--- config.mk ---
export PLATFORM = sky130hd
export DESIGN_NAME = spi_memory_burst_flat
export DESIGN_NICKNAME = d
export VERILOG_FILES = /design/src/rtl/spi_memory_burst_if.sv /design/src/rtl/spi_memory_burst.sv /design/src/flat_wrapper.sv
export SDC_FILE = /design/constraint.sdc
export NUM_CORES = 1
export LEC_CHECK = 0
export CAP_MARGIN = 40
export CORE_ASPECT_RATIO = 1.25
export CORE_MARGIN = 2
export CORE_UTILIZATION = 55
export CTS_BUF_LIST = sky130_fd_sc_hd__clkbuf_4
export CTS_CLUSTER_SIZE = 24
export DETAILED_ROUTE_END_ITERATION = 10
export GPL_TIMING_DRIVEN = 0
export PLACE_DENSITY = 0.73
export SYNTH_ARGS = -nofsm -noshare
export SYNTH_HDL_FRONTEND = slang
export SYNTH_SLANG_ARGS = --single-unit
--- constraint.sdc ---
create_clock -name clk -period 2.4 [get_ports clk]
set_input_delay 0.36 -clock clk [delete_from_list [all_inputs] [get_ports clk]]
set_output_delay 0.36 -clock clk [all_outputs]
set_load 0.01 [all_outputs]
--- src/rtl/spi_memory_burst_if.sv ---
// SPI pin bundle between the board-side master and the memory slave.
// Latency: none, wires only.
// Backpressure: none, the master paces every transfer through sclk/cs.
interface spi_memory_burst_if;
    logic       sclk_pin;
    logic       cs_pin;
    logic       mosi_pin;
    logic       miso_pin;
    logic       miso_en;
    logic [3:0] leds;

    modport slave (
        input  sclk_pin, cs_pin, mosi_pin,
        output miso_pin, miso_en, leds
    );

    modport master (
        output sclk_pin, cs_pin, mosi_pin,
        input  miso_pin, miso_en, leds
    );
endinterface

--- src/rtl/spi_memory_burst.sv ---
// SPI-slave word RAM, oversampled pins, MSB-first; multi-word bursts when SPI_MEM_BURST_EN is defined.
// Latency: SYNC_STAGES+1 clk from pin edge to state update; a write commits one clk after its last bit.
// Backpressure: none, the SPI master paces all transfers and a frame ends only on cs rising.
module spi_memory_burst #(
    parameter int ADDR_WIDTH  = 7,
    parameter int DATA_WIDTH  = 8,
    parameter int SYNC_STAGES = 2
) (
    input  logic              clk,
    input  logic              reset,
    spi_memory_burst_if.slave spi
);
    localparam int SH_W  = (ADDR_WIDTH + 1 > DATA_WIDTH) ? ADDR_WIDTH + 1 : DATA_WIDTH;
    localparam int CW    = $clog2(SH_W + 1);
    localparam int DEPTH = 2 ** ADDR_WIDTH;

    typedef enum logic [2:0] {
        IDLE  = 3'd0,
        CMD   = 3'd1,
        READ  = 3'd2,
        WRITE = 3'd3,
        DONE  = 3'd4
    } state_t;

    // Synchroniser chains; the extra top flop of sclk/cs holds the previous sample for edge detect.
    logic [SYNC_STAGES:0]   sclk_s;
    logic [SYNC_STAGES:0]   cs_s;
    logic [SYNC_STAGES-1:0] mosi_s;
    // Marks when the chains hold only post-reset pin samples; edges before that are artefacts.
    logic [SYNC_STAGES:0]   flush;

    logic sync_ok, sclk_rise, sclk_fall, cs_rise, cs_fall, mosi_bit;

    state_t                 state, state_nxt;
    logic [CW-1:0]          bit_cnt, bit_cnt_nxt;
    logic [SH_W-2:0]        shreg, shreg_nxt;
    logic [SH_W-1:0]        shift_cat;
    logic [ADDR_WIDTH-1:0]  addr, addr_nxt, addr_inc;
    logic [DATA_WIDTH-1:0]  out_sh, out_sh_nxt;
    logic                   miso_q, miso_nxt;
    logic                   wr_en, wr_en_nxt;
    logic [ADDR_WIDTH-1:0]  wr_addr, wr_addr_nxt;
    logic [DATA_WIDTH-1:0]  wr_dat, wr_dat_nxt;

    logic [DATA_WIDTH-1:0]  mem [DEPTH];

    assign sync_ok   = flush[SYNC_STAGES];
    assign sclk_rise = sync_ok &  sclk_s[SYNC_STAGES-1] & ~sclk_s[SYNC_STAGES];
    assign sclk_fall = sync_ok & ~sclk_s[SYNC_STAGES-1] &  sclk_s[SYNC_STAGES];
    assign cs_rise   = sync_ok &  cs_s[SYNC_STAGES-1]   & ~cs_s[SYNC_STAGES];
    assign cs_fall   = sync_ok & ~cs_s[SYNC_STAGES-1]   &  cs_s[SYNC_STAGES];
    assign mosi_bit  = mosi_s[SYNC_STAGES-1];

    assign shift_cat = {shreg, mosi_bit};
    assign addr_inc  = addr + ADDR_WIDTH'(1);

    assign spi.miso_pin = miso_q;
    assign spi.miso_en  = (state == READ);
    assign spi.leds     = {1'b0, state};

    // Pin synchronisers; cs idles high so its chain resets to ones.
    always_ff @(posedge clk) begin
        if (reset) begin
            sclk_s <= '0;
            cs_s   <= '1;
            mosi_s <= '0;
            flush  <= '0;
        end else begin
            sclk_s <= {sclk_s[SYNC_STAGES-1:0], spi.sclk_pin};
            cs_s   <= {cs_s[SYNC_STAGES-1:0], spi.cs_pin};
            mosi_s <= {mosi_s[SYNC_STAGES-2:0], spi.mosi_pin};
            flush  <= {flush[SYNC_STAGES-1:0], 1'b1};
        end
    end

    // Protocol state and datapath registers.
    always_ff @(posedge clk) begin
        if (reset) begin
            state   <= IDLE;
            bit_cnt <= '0;
            shreg   <= '0;
            addr    <= '0;
            out_sh  <= '0;
            miso_q  <= 1'b0;
            wr_en   <= 1'b0;
            wr_addr <= '0;
            wr_dat  <= '0;
        end else begin
            state   <= state_nxt;
            bit_cnt <= bit_cnt_nxt;
            shreg   <= shreg_nxt;
            addr    <= addr_nxt;
            out_sh  <= out_sh_nxt;
            miso_q  <= miso_nxt;
            wr_en   <= wr_en_nxt;
            wr_addr <= wr_addr_nxt;
            wr_dat  <= wr_dat_nxt;
        end
    end

    // Word RAM: contents survive reset, written one clk after the final data bit.
    always_ff @(posedge clk) begin
        if (wr_en) begin
            mem[wr_addr] <= wr_dat;
        end
    end

    // Next-state and datapath decode; cs rising overrides any same-cycle sclk action.
    always_comb begin
        state_nxt   = state;
        bit_cnt_nxt = bit_cnt;
        shreg_nxt   = shreg;
        addr_nxt    = addr;
        out_sh_nxt  = out_sh;
        miso_nxt    = miso_q;
        wr_en_nxt   = 1'b0;
        wr_addr_nxt = wr_addr;
        wr_dat_nxt  = wr_dat;

        if (cs_rise) begin
            state_nxt = IDLE;
            miso_nxt  = 1'b0;
        end else begin
            unique case (state)
                IDLE: begin
                    miso_nxt = 1'b0;
                    if (cs_fall) begin
                        state_nxt   = CMD;
                        bit_cnt_nxt = '0;
                        shreg_nxt   = '0;
                    end
                end
                CMD: begin
                    if (sclk_rise) begin
                        shreg_nxt   = shift_cat[SH_W-2:0];
                        bit_cnt_nxt = bit_cnt + CW'(1);
                        if (bit_cnt == CW'(ADDR_WIDTH)) begin
                            addr_nxt    = shift_cat[ADDR_WIDTH:1];
                            bit_cnt_nxt = '0;
                            if (mosi_bit) begin
                                state_nxt  = READ;
                                out_sh_nxt = mem[shift_cat[ADDR_WIDTH:1]];
                            end else begin
                                state_nxt = WRITE;
                            end
                        end
                    end
                end
                READ: begin
                    if (sclk_fall) begin
                        miso_nxt   = out_sh[DATA_WIDTH-1];
                        out_sh_nxt = {out_sh[DATA_WIDTH-2:0], 1'b0};
                    end else if (sclk_rise) begin
                        bit_cnt_nxt = bit_cnt + CW'(1);
                        if (bit_cnt == CW'(DATA_WIDTH - 1)) begin
                            bit_cnt_nxt = '0;
                            addr_nxt    = addr_inc;
`ifdef SPI_MEM_BURST_EN
                            out_sh_nxt  = mem[addr_inc];
`else
                            state_nxt   = DONE;
                            miso_nxt    = 1'b0;
`endif
                        end
                    end
                end
                WRITE: begin
                    if (sclk_rise) begin
                        shreg_nxt   = shift_cat[SH_W-2:0];
                        bit_cnt_nxt = bit_cnt + CW'(1);
                        if (bit_cnt == CW'(DATA_WIDTH - 1)) begin
                            bit_cnt_nxt = '0;
                            wr_en_nxt   = 1'b1;
                            wr_addr_nxt = addr;
                            wr_dat_nxt  = shift_cat[DATA_WIDTH-1:0];
                            addr_nxt    = addr_inc;
`ifndef SPI_MEM_BURST_EN
                            state_nxt   = DONE;
`endif
                        end
                    end
                end
                DONE: begin
                    miso_nxt = 1'b0;
                end
                default: begin
                    state_nxt = IDLE;
                    miso_nxt  = 1'b0;
                end
            endcase
        end
    end
endmodule

--- src/flat_wrapper.sv ---
// flat-port wrapper written by rule: the top's interface ports become plain ports
module spi_memory_burst_flat 
#(
    parameter int ADDR_WIDTH  = 7,
    parameter int DATA_WIDTH  = 8,
    parameter int SYNC_STAGES = 2
)
  (clk, reset, spi_sclk_pin, spi_cs_pin, spi_mosi_pin, spi_miso_pin, spi_miso_en, spi_leds);
  spi_memory_burst_if spi_i ();
  input  logic clk;
  input  logic reset;
  input wire logic [$bits(spi_i.sclk_pin)-1:0] spi_sclk_pin;
  input wire logic [$bits(spi_i.cs_pin)-1:0] spi_cs_pin;
  input wire logic [$bits(spi_i.mosi_pin)-1:0] spi_mosi_pin;
  output wire logic [$bits(spi_i.miso_pin)-1:0] spi_miso_pin;
  output wire logic [$bits(spi_i.miso_en)-1:0] spi_miso_en;
  output wire logic [$bits(spi_i.leds)-1:0] spi_leds;
  assign spi_i.sclk_pin = spi_sclk_pin;
  assign spi_i.cs_pin = spi_cs_pin;
  assign spi_i.mosi_pin = spi_mosi_pin;
  assign spi_miso_pin = spi_i.miso_pin;
  assign spi_miso_en = spi_i.miso_en;
  assign spi_leds = spi_i.leds;
  spi_memory_burst #(.ADDR_WIDTH(ADDR_WIDTH), .DATA_WIDTH(DATA_WIDTH), .SYNC_STAGES(SYNC_STAGES)) u_core (.clk(clk), .reset(reset), .spi(spi_i));
endmodule
; ---- Word level (Yosys, flattened, before mapping)
; Memories as Yosys holds them, arrays and structs flattened. A register that Yosys moved wholly into a read port is not among the register bits.
; Index checks and enable logic that the tools add are counted.
[totals]
mem_bits_rw = 1024
inputBits = 5
reg_bits = 57
memories = 1
romBits = 0
latchBits = 0
[memory_table]
columns = memory, depth, word_bits, read_ports, rd_ports_with_merged_regs, write_ports, line_no
row1 = u_core.mem, 128, 8, 1, 1, 1, spi_memory_burst.sv:45  ; logic [DATA_WIDTH-1:0] mem [DEPTH];
[classes]
n_mul = 0
addsub = 2
shift = 0
order_cmp = 0
n_bitwise = 17
muxes = 37
div_mod_pow = 0
n_reduce_logical = 15
eq_ne = 14
[op_table]
columns = cell, n
row1 = two-way mux 7 bit, 9
row2 = two-way mux 8 bit, 4
row3 = case mux 7 bit (3 select lines), 1
row4 = two-way mux 3 bit, 6
row5 = two-way mux 4 bit, 4
row6 = case mux 8 bit (2 select lines), 1
row7 = case mux 3 bit (5 select lines), 1
row8 = case mux 7 bit (2 select lines), 1
row9 = "!= test 2 x 1 -> 1 bit, second input constant", 6
row10 = case mux 4 bit (3 select lines), 1
row11 = AND reduction 4 bit, 3
row12 = AND reduction 5 bit, 2
row13 = NOT 1 bit, 9
row14 = bitwise AND 1 bit, 8
row15 = two-way mux 1 bit, 8
row16 = "adder 7 x 1 -> 7 bit, second input constant", 1
row17 = "== test 3 x 2 -> 1 bit, second input constant", 2
row18 = "!= test 3 x 1 -> 1 bit, second input constant", 2
row19 = AND reduction 6 bit, 1
row20 = nonzero test 3 bit, 2
row21 = "adder 4 x 1 -> 4 bit, second input constant", 1
row22 = "== test 4 x 3 -> 1 bit, second input constant", 1
row23 = nonzero test 2 bit, 2
row24 = OR reduction 2 bit, 2
row25 = other kinds (7), 7

; ---- Longest topological paths before layout
; Gate-level depths: netlist (run 1).
[depth]
word_depth = 7
mapped_depth = 11
depth_no_buf = 7

; ---- Least setup slack after synthesis (run 1)
; OpenSTA, ideal clock, no wires.
[synth_timing]
path_type = reg-to-reg
from = register u_core.wr_dat[0]
to = memory u_core.mem[0][0], data pin
setup_slack_ns = 0.033
arrival_time_ns = 1.838
path_stages_with_launch = 1
path_buffers = 0
required_time_ns = 1.871
setup_time_ns = 0.529
path_cell_list = dfxtp_1
[synth_lines]
columns = item, line_no
row1 = from (decl), spi_memory_burst.sv:43  ; logic [DATA_WIDTH-1:0] wr_dat, wr_dat_nxt;
row2 = from (signal assigned), spi_memory_burst.sv:97  ; wr_dat <= wr_dat_nxt;
row3 = to (decl), spi_memory_burst.sv:45
; Straight into the memory's write port.

==> results of run 1 <==
-- final cells by class --
cell class | instances | area [um2] | share of cell area, %
inverter | 3 | 12.5 | 0.0247
antenna | 3 | 7.51 | 0.0148
timing repair buffer | 124 | 1480 | 2.91
buffer | 118 | 1450 | 2.86
clock buffer | 381 | 2860 | 5.64
clock inverter | 63 | 334 | 0.659
sequential | 1088 | 32100 | 63.3
tap | 986 | 1230 | 2.43
multi-input combinational | 970 | 11300 | 22.2
-- critical path, delay by kind of cell (launching register included) --
kind | cells | cell delay [ns]
buffers and inverters | 2 | 0.45
multiplexers | 2 | 0.86
AO/OA/AOI/OAI | 4 | 0.98
flip-flops | 1 | 0.39
-- power groups by stage --
| stage | Clock (mW) | Combinational [mW] | Sequential [mW] |
|---|---|---|---|
| floorplan | 0 | 0.0270 | 20.8 |
| global route | 15.6 | 0.0574 | 20.4 |
| detailed placement | 0 | 0.0470 | 20.8 |
| finish | 14.6 | 0.0537 | 20.4 |
| CTS | 14.7 | 0.0533 | 20.4 |
| global placement | 0 | 0.0455 | 20.8 |
-- kinds of logic (layout without fill, tap and decap cells) --
| logic type | Yosys count | in the layout | synth area share (%) |
|---|---|---|---|
| buf+inv | 124 | 689 | 1.57 |
| mux | 363 | 363 | 15.2 |
| compound gates | 220 | 220 | 3.57 |
| flops | 1088 | 1088 | 75.4 |
| other cells | 1 | 4 | 0.00882 |
| fa+ha+maj | 2 | 2 | 0.0589 |
| xor+xnor | 2 | 2 | 0.0412 |
| simple gates | 382 | 382 | 4.17 |
-- placed cells by master, fill, tap and decap left out, drive strengths merged, types with 13 or more instances in the layout --
master / Yosys / routed
nor2b: 29 / 29
clkinv: 1 / 53
a22oi: 49 / 49
nand3: 38 / 38
a21oi: 37 / 37
o22ai: 14 / 14
nand2: 60 / 60
o21ai: 36 / 36
edfxtp: 1024 / 1024
clkbuf: 51 / 423
dfxtp: 64 / 64
a211oi: 15 / 15
mux2i: 139 / 139
nor3: 25 / 25
nor2: 171 / 171
buf: 70 / 188
nand2b: 13 / 13
mux4: 218 / 218
-- path summary, 6_finish.rpt --
check        cells past startpoint                to  slack [ns]
max                              8  u_core.out_sh[4]       -0.41
min                              2   u_core.flush[0]        0.24
min reg2reg                      1  u_core.sclk_s[1]        0.40
max reg2reg                      8  u_core.out_sh[4]       -0.41
-- stage by stage --
step                cell area, um2  hold WS, ns  util, %  worst slack [ns]
floorplan                    42500        0.389        -            0.0330
global placement             43800        0.399     57.0             -2.06
detailed placement           44600        0.399     58.0             -1.53
CTS                          50300        0.131     65.4            -0.250
global route                 50700        0.197     66.0            -0.407
finish                       50700        0.244     66.0            -0.406
-- registers in the layout, summed over array words and instances (netlist names), named ones only --
| signal | count |
|---|---|
| u_core.mem | 1024 |
| u_core.out_sh | 8 |
| u_core.wr_dat | 8 |
| u_core.addr | 7 |
| u_core.shreg | 7 |
| u_core.wr_addr | 7 |
| u_core.bit_cnt | 4 |
| u_core.cs_s | 3 |
| u_core.flush | 3 |
| u_core.sclk_s | 3 |
| u_core.state | 3 |
| u_core.mosi_s | 2 |
| u_core.spi.miso_pin | 1 |
| u_core.wr_en | 1 |
-- what timing repair did --
item | in CTS | in global routing
hold buffers | 3 | 0
setup buffers | 28 | 17
pin swaps | 39 | 22
gates resized for setup | 576 | 82
gates cloned | 8 | 0
setup endpoints to repair | 965 | 354
hold endpoints to repair | 3 | 0
-- routing by layer --
layer / track usage [%] / vias to the layer above / part of all wire, %
li1: - / 9893 / -
met1: 38.2 / 12613 / 33
met2: 51.2 / 1812 / 49
met3: 8.78 / 437 / 11
met4: 19.6 / 4 / 6.8
met5: 0 / - / 0.024
==> results.json, run 1 <==
{
  "swShare_pct": 20.8,
  "critPathMaxFanout": 6,
  "tns_ns": -2.61,
  "track_usage_pct": 31.7,
  "cp-start-kind": "flop",
  "yosysSeqAreaShare_pct": 75.4,
  "grt.overflow.total": 0,
  "violations": "setup timing",
  "period_share_pct": 117,
  "drc_errors": 0,
  "fmax_mhz": 356,
  "firstDrtPassIters": 8,
  "n_fill_cell": 4873,
  "gp_congestion": 0.996,
  "clockPowerShare_pct": 41.6,
  "synthMostInstantiatedCell": "edfxtp_1",
  "worst_slew_pin_slew_ns": 0.986,
  "cts_root_buffer": "clkbuf_4",
  "rsz0062_at_grt": "yes",
  "seq_power_share_pct": 58.2,
  "arrival_ns": 3.85,
  "status": "complete, but fails checks",
  "ys_top_cells_by_count": "1024 x edfxtp_1, 191 x mux4_2, 171 x nor2_1, 139 x mux2i_1, 64 x dfxtp_1",
  "ys_async_sr_fraction_pct": 0,
  "synth_cell_types": 65,
  "core_area_mm2": 0.0769,
  "hold_path.class": "input pin to flop",
  "slowest_delay_ns": 0.56,
  "crit_chain": "buf_8, bufbuf_16, mux4_2, mux2i_4, o2111ai_4, o311ai_4, a31oi_4, a311o_1",
  "vias": 24759,
  "portBuffers": 9,
  "setup_slack_ns": -0.406,
  "netlist_area_mm2": 0.0425,
  "cellPowerDensity_mw_per_mm2": 691,
  "ir_drop_v": 0.000408,
  "hp-start": "reset",
  "dp_hpwl_um": 80100,
  "finClkSkew_ns": 0.0920,
  "stdcell_count": 3736,
  "finalSetupViolCount": 8,
  "path_class": "flop to flop",
  "synthesis.nets": 2189,
  "ys_top_cells_by_area": "edfxtp_1 72%, mux4_2 10%, mux2i_1 3.3%, dfxtp_1 3.0%, mux4_1 1.7%",
  "crit_required_ns": 3.45,
  "ant_nets": 0,
  "cts_buffer_depth": 3,
  "clk_pin_slew_worst_paths_ns": 0.07,
  "rows": 114,
  "max-cap-violations": 0,
  "min_period_ns": 2.81,
  "power.total_mw": 35.0,
  "synth_enable_flop_cells": 1024,
  "die-height_um": 315,
  "dp.cells": 3238,
  "drt-initial-drc-count": 3409,
  "cp_slowest_cell": "mux4_2",
  "grt_pass1_vias": 24586,
  "power.switching_mw": 7.28,
  "num_io_pins": 11,
  "p_int_mw": 27.8,
  "antenna_found_initial": 4,
  "die_w_um": 253,
  "leakagePower_nw": 15.8,
  "synth_top_area_share_pct": 72.3,
  "start_util_pct": 55.3,
  "power_frac_comb_pct": 0.2,
  "synth_top_area_cell": "edfxtp_1",
  "relSlewSlack_pct": 34.3,
  "synthCells": 2182,
  "hold_violations": 0,
  "insertion_delay_ns": 1.19,
  "die_area_mm2": 0.0795,
  "h-tree-depth": 4,
  "nNetsFinal": 2553,
  "syn_to_final_growth_pct": 19.3,
  "drv_slew": 0,
  "vias_per_cell": 6.63,
  "grt_pass1_wl_um": 174000,
  "wire_per_inst_um": 33.4,
  "cts_sinks": 1088,
  "syn_area_per_cell_um2": 19.5,
  "endpoint_kind": "flop",
  "wirelength_um": 125000,
  "synthFlopType": "edfxtp_1",
  "layout-drive-gt1-share_pct": 39.9,
  "grt_max_degree": 82,
  "numCtsBuffers": 241,
  "cts_tree": "done",
  "yosysWarnings": 0,
  "ys_ff_latch": 1088
}
No activity file was read; power rests on OpenSTA's default activity.
==> run 2: changes to the inputs <==
Settings changed: CORE_MARGIN 2 to unset, PLACE_DENSITY 0.73 to 0.78, SLEW_MARGIN set to 20.
==> run 2 against run 1 <==
Against the previous run: the flow still finishes with violations (setup timing); routed wire length rose by 0.61%; critical path depth up 1; sequential share of layout area rose by 0.077 points; clock power is 5% lower.
==> results.json, run 2 (synthesis results as in run 1) <==
{
  "cp-start-kind": "flop",
  "crit_chain": "buf_8, buf_6, buf_6, clkbuf_2, buf_6, mux2i_1, o211ai_1, nand4_1, o22ai_2",
  "grt_pass1_vias": 25213,
  "firstDrtPassIters": 7,
  "crit_required_ns": 3.49,
  "cts_root_buffer": "clkbuf_4",
  "hold_violations": 0,
  "mostFrequentLayoutCells": "1024 x edfxtp_1, 350 x clkbuf_4, 202 x mux4_2",
  "cpMostUsedCell": "buf_6",
  "stdcell_count": 3728,
  "period_share_pct": 116,
  "cts_sinks": 1088,
  "largest_reg_flops": 1024,
  "portBuffers": 9,
  "setup_slack_ns": -0.385,
  "leakagePower_nw": 15.8,
  "numCtsBuffers": 236,
  "arrival_ns": 3.88,
  "grt_max_degree": 80,
  "rsz0062_at_grt": "yes",
  "max-cap-violations": 0,
  "worst_slew_pin_slew_ns": 0.912,
  "rows": 113,
  "ant_nets": 0,
  "dp.cells": 3224,
  "slowest_delay_ns": 0.53,
  "start_util_pct": 55.8,
  "cts_buffer_depth": 3,
  "tns_ns": -11.54,
  "clk_pin_slew_worst_paths_ns": 0.08,
  "min_period_ns": 2.79,
  "pre_cts_slack_ns": -1.57,
  "layout-drive-gt1-share_pct": 39.3,
  "endpoint_kind": "flop",
  "cp.buffers_inverters": 5,
  "ir_drop_v": 0.000390,
  "cts_tree": "done",
  "nNetsFinal": 2567,
  "fmax_mhz": 359,
  "h-tree-depth": 4,
  "vias": 24981,
  "final_core_util_pct": 66.5,
  "top_regs": "u_core.mem (1024), u_core.out_sh (8), u_core.wr_dat (8)",
  "die-height_um": 313,
  "antenna_found_initial": 4,
  "finalSetupViolCount": 192,
  "n_fill_cell": 4622,
  "insertion_delay_ns": 1.16,
  "num_io_pins": 11,
  "drt-initial-drc-count": 3588,
  "grt_pass1_wl_um": 176000,
  "wire_per_inst_um": 33.7,
  "relSlewSlack_pct": 39.2,
  "cp_slowest_cell": "o211ai_1",
  "core_area_mm2": 0.0762,
  "regMostFlops": "u_core.mem",
  "grt.overflow.total": 0,
  "drc_errors": 0,
  "critPathTopFamily": "buffers and inverters",
  "critPathMaxFanout": 10,
  "hold_path.class": "input pin to flop",
  "finClkSkew_ns": 0.0798,
  "die_area_mm2": 0.0784,
  "dp_hpwl_um": 78600,
  "track_usage_pct": 32.4,
  "drv_slew": 0,
  "status": "complete, but fails checks",
  "wirelength_um": 126000,
  "layout_commonest_cell": "edfxtp_1",
  "vias_per_cell": 6.70,
  "gp_congestion": 1.03,
  "cellPowerDensity_mw_per_mm2": 679,
  "violations": "setup timing",
  "syn_to_final_growth_pct": 19.2,
  "path_class": "flop to flop",
  "die_w_um": 251
}
run 2: changes by cell type in the layout (fill, tap and decap cells not counted), moves of 5 or more:
| cell | before | now |
|---|---|---|
| buf_12 | 26 | 41 |
| buf_16 | 28 | 20 |
| buf_4 | 70 | 83 |
| buf_6 | 37 | 43 |
| buf_8 | 19 | 11 |
| clkbuf_4 | 389 | 350 |
| clkinv_1 | 43 | 58 |
| clkinv_2 | 7 | 12 |
| inv_6 | 6 | 1 |
| mux2i_1 | 122 | 117 |
| nor2_2 | 41 | 36 |
run 2: metal layers:
layer / share of wire (%) / GRT usage (%)
met5: 0.0088 / 0
met4: 8.6 / 24.0
met3: 12 / 9.87
met2: 48 / 51.3
met1: 32 / 37.7
run 2: worst paths after layout:
kind,cells after the start,end,slack (ns),startpoint
worst max-delay path,9,u_core.out_sh[1],-0.39,flop
worst min-delay path,2,u_core.flush[0],0.24,reset
worst max register to register,9,u_core.out_sh[1],-0.39,flop
worst min register to register,1,u_core.cs_s[1],0.43,u_core.cs_s[0]
run 2: repair_timing:
action                                  4_1_cts  5_1_grt
hold buffers                                  3        0
endpoints found under the setup margin      980      231
pin swaps                                    46       22
resized for setup                           572       76
hold endpoints to repair                      3        0
gates cloned                                  4        1
buffers inserted                             49       23
run 2: per-stage QoR:
| stage | instance area [um2] | hold slack (ns) | power [mW] |
|---|---|---|---|
| final | 50600 | 0.242 | 34.4 |
| after floorplan | 42500 | 0.389 | 20.9 |
| after detailed placement | 44500 | 0.415 | 20.9 |
| after CTS | 50200 | 0.158 | 34.3 |
| after global routing | 50600 | 0.198 | 35.3 |
| after global placement | 43800 | 0.402 | 20.9 |
run 2: area by class of cell:
cell class	instances	area [um2]	share of cell area (%)
diodes	3	7.51	0.0148
inverters	3	12.5	0.0247
well taps	977	1220	2.41
repair buffers	143	1630	3.21
clock inverters	81	387	0.763
plain buffers	118	1470	2.90
clock buffers	345	2590	5.11
flip-flops and latches	1088	32100	63.3
multi-input cells	970	11200	22.2
run 2: report_power, final:
part | total, mW | internal (mW) | switching, mW
Sequential | 20.4 | 20.4 | 0.00677
Clock | 13.9 | 6.72 | 7.21
Combinational | 0.0542 | 0.0217 | 0.0325
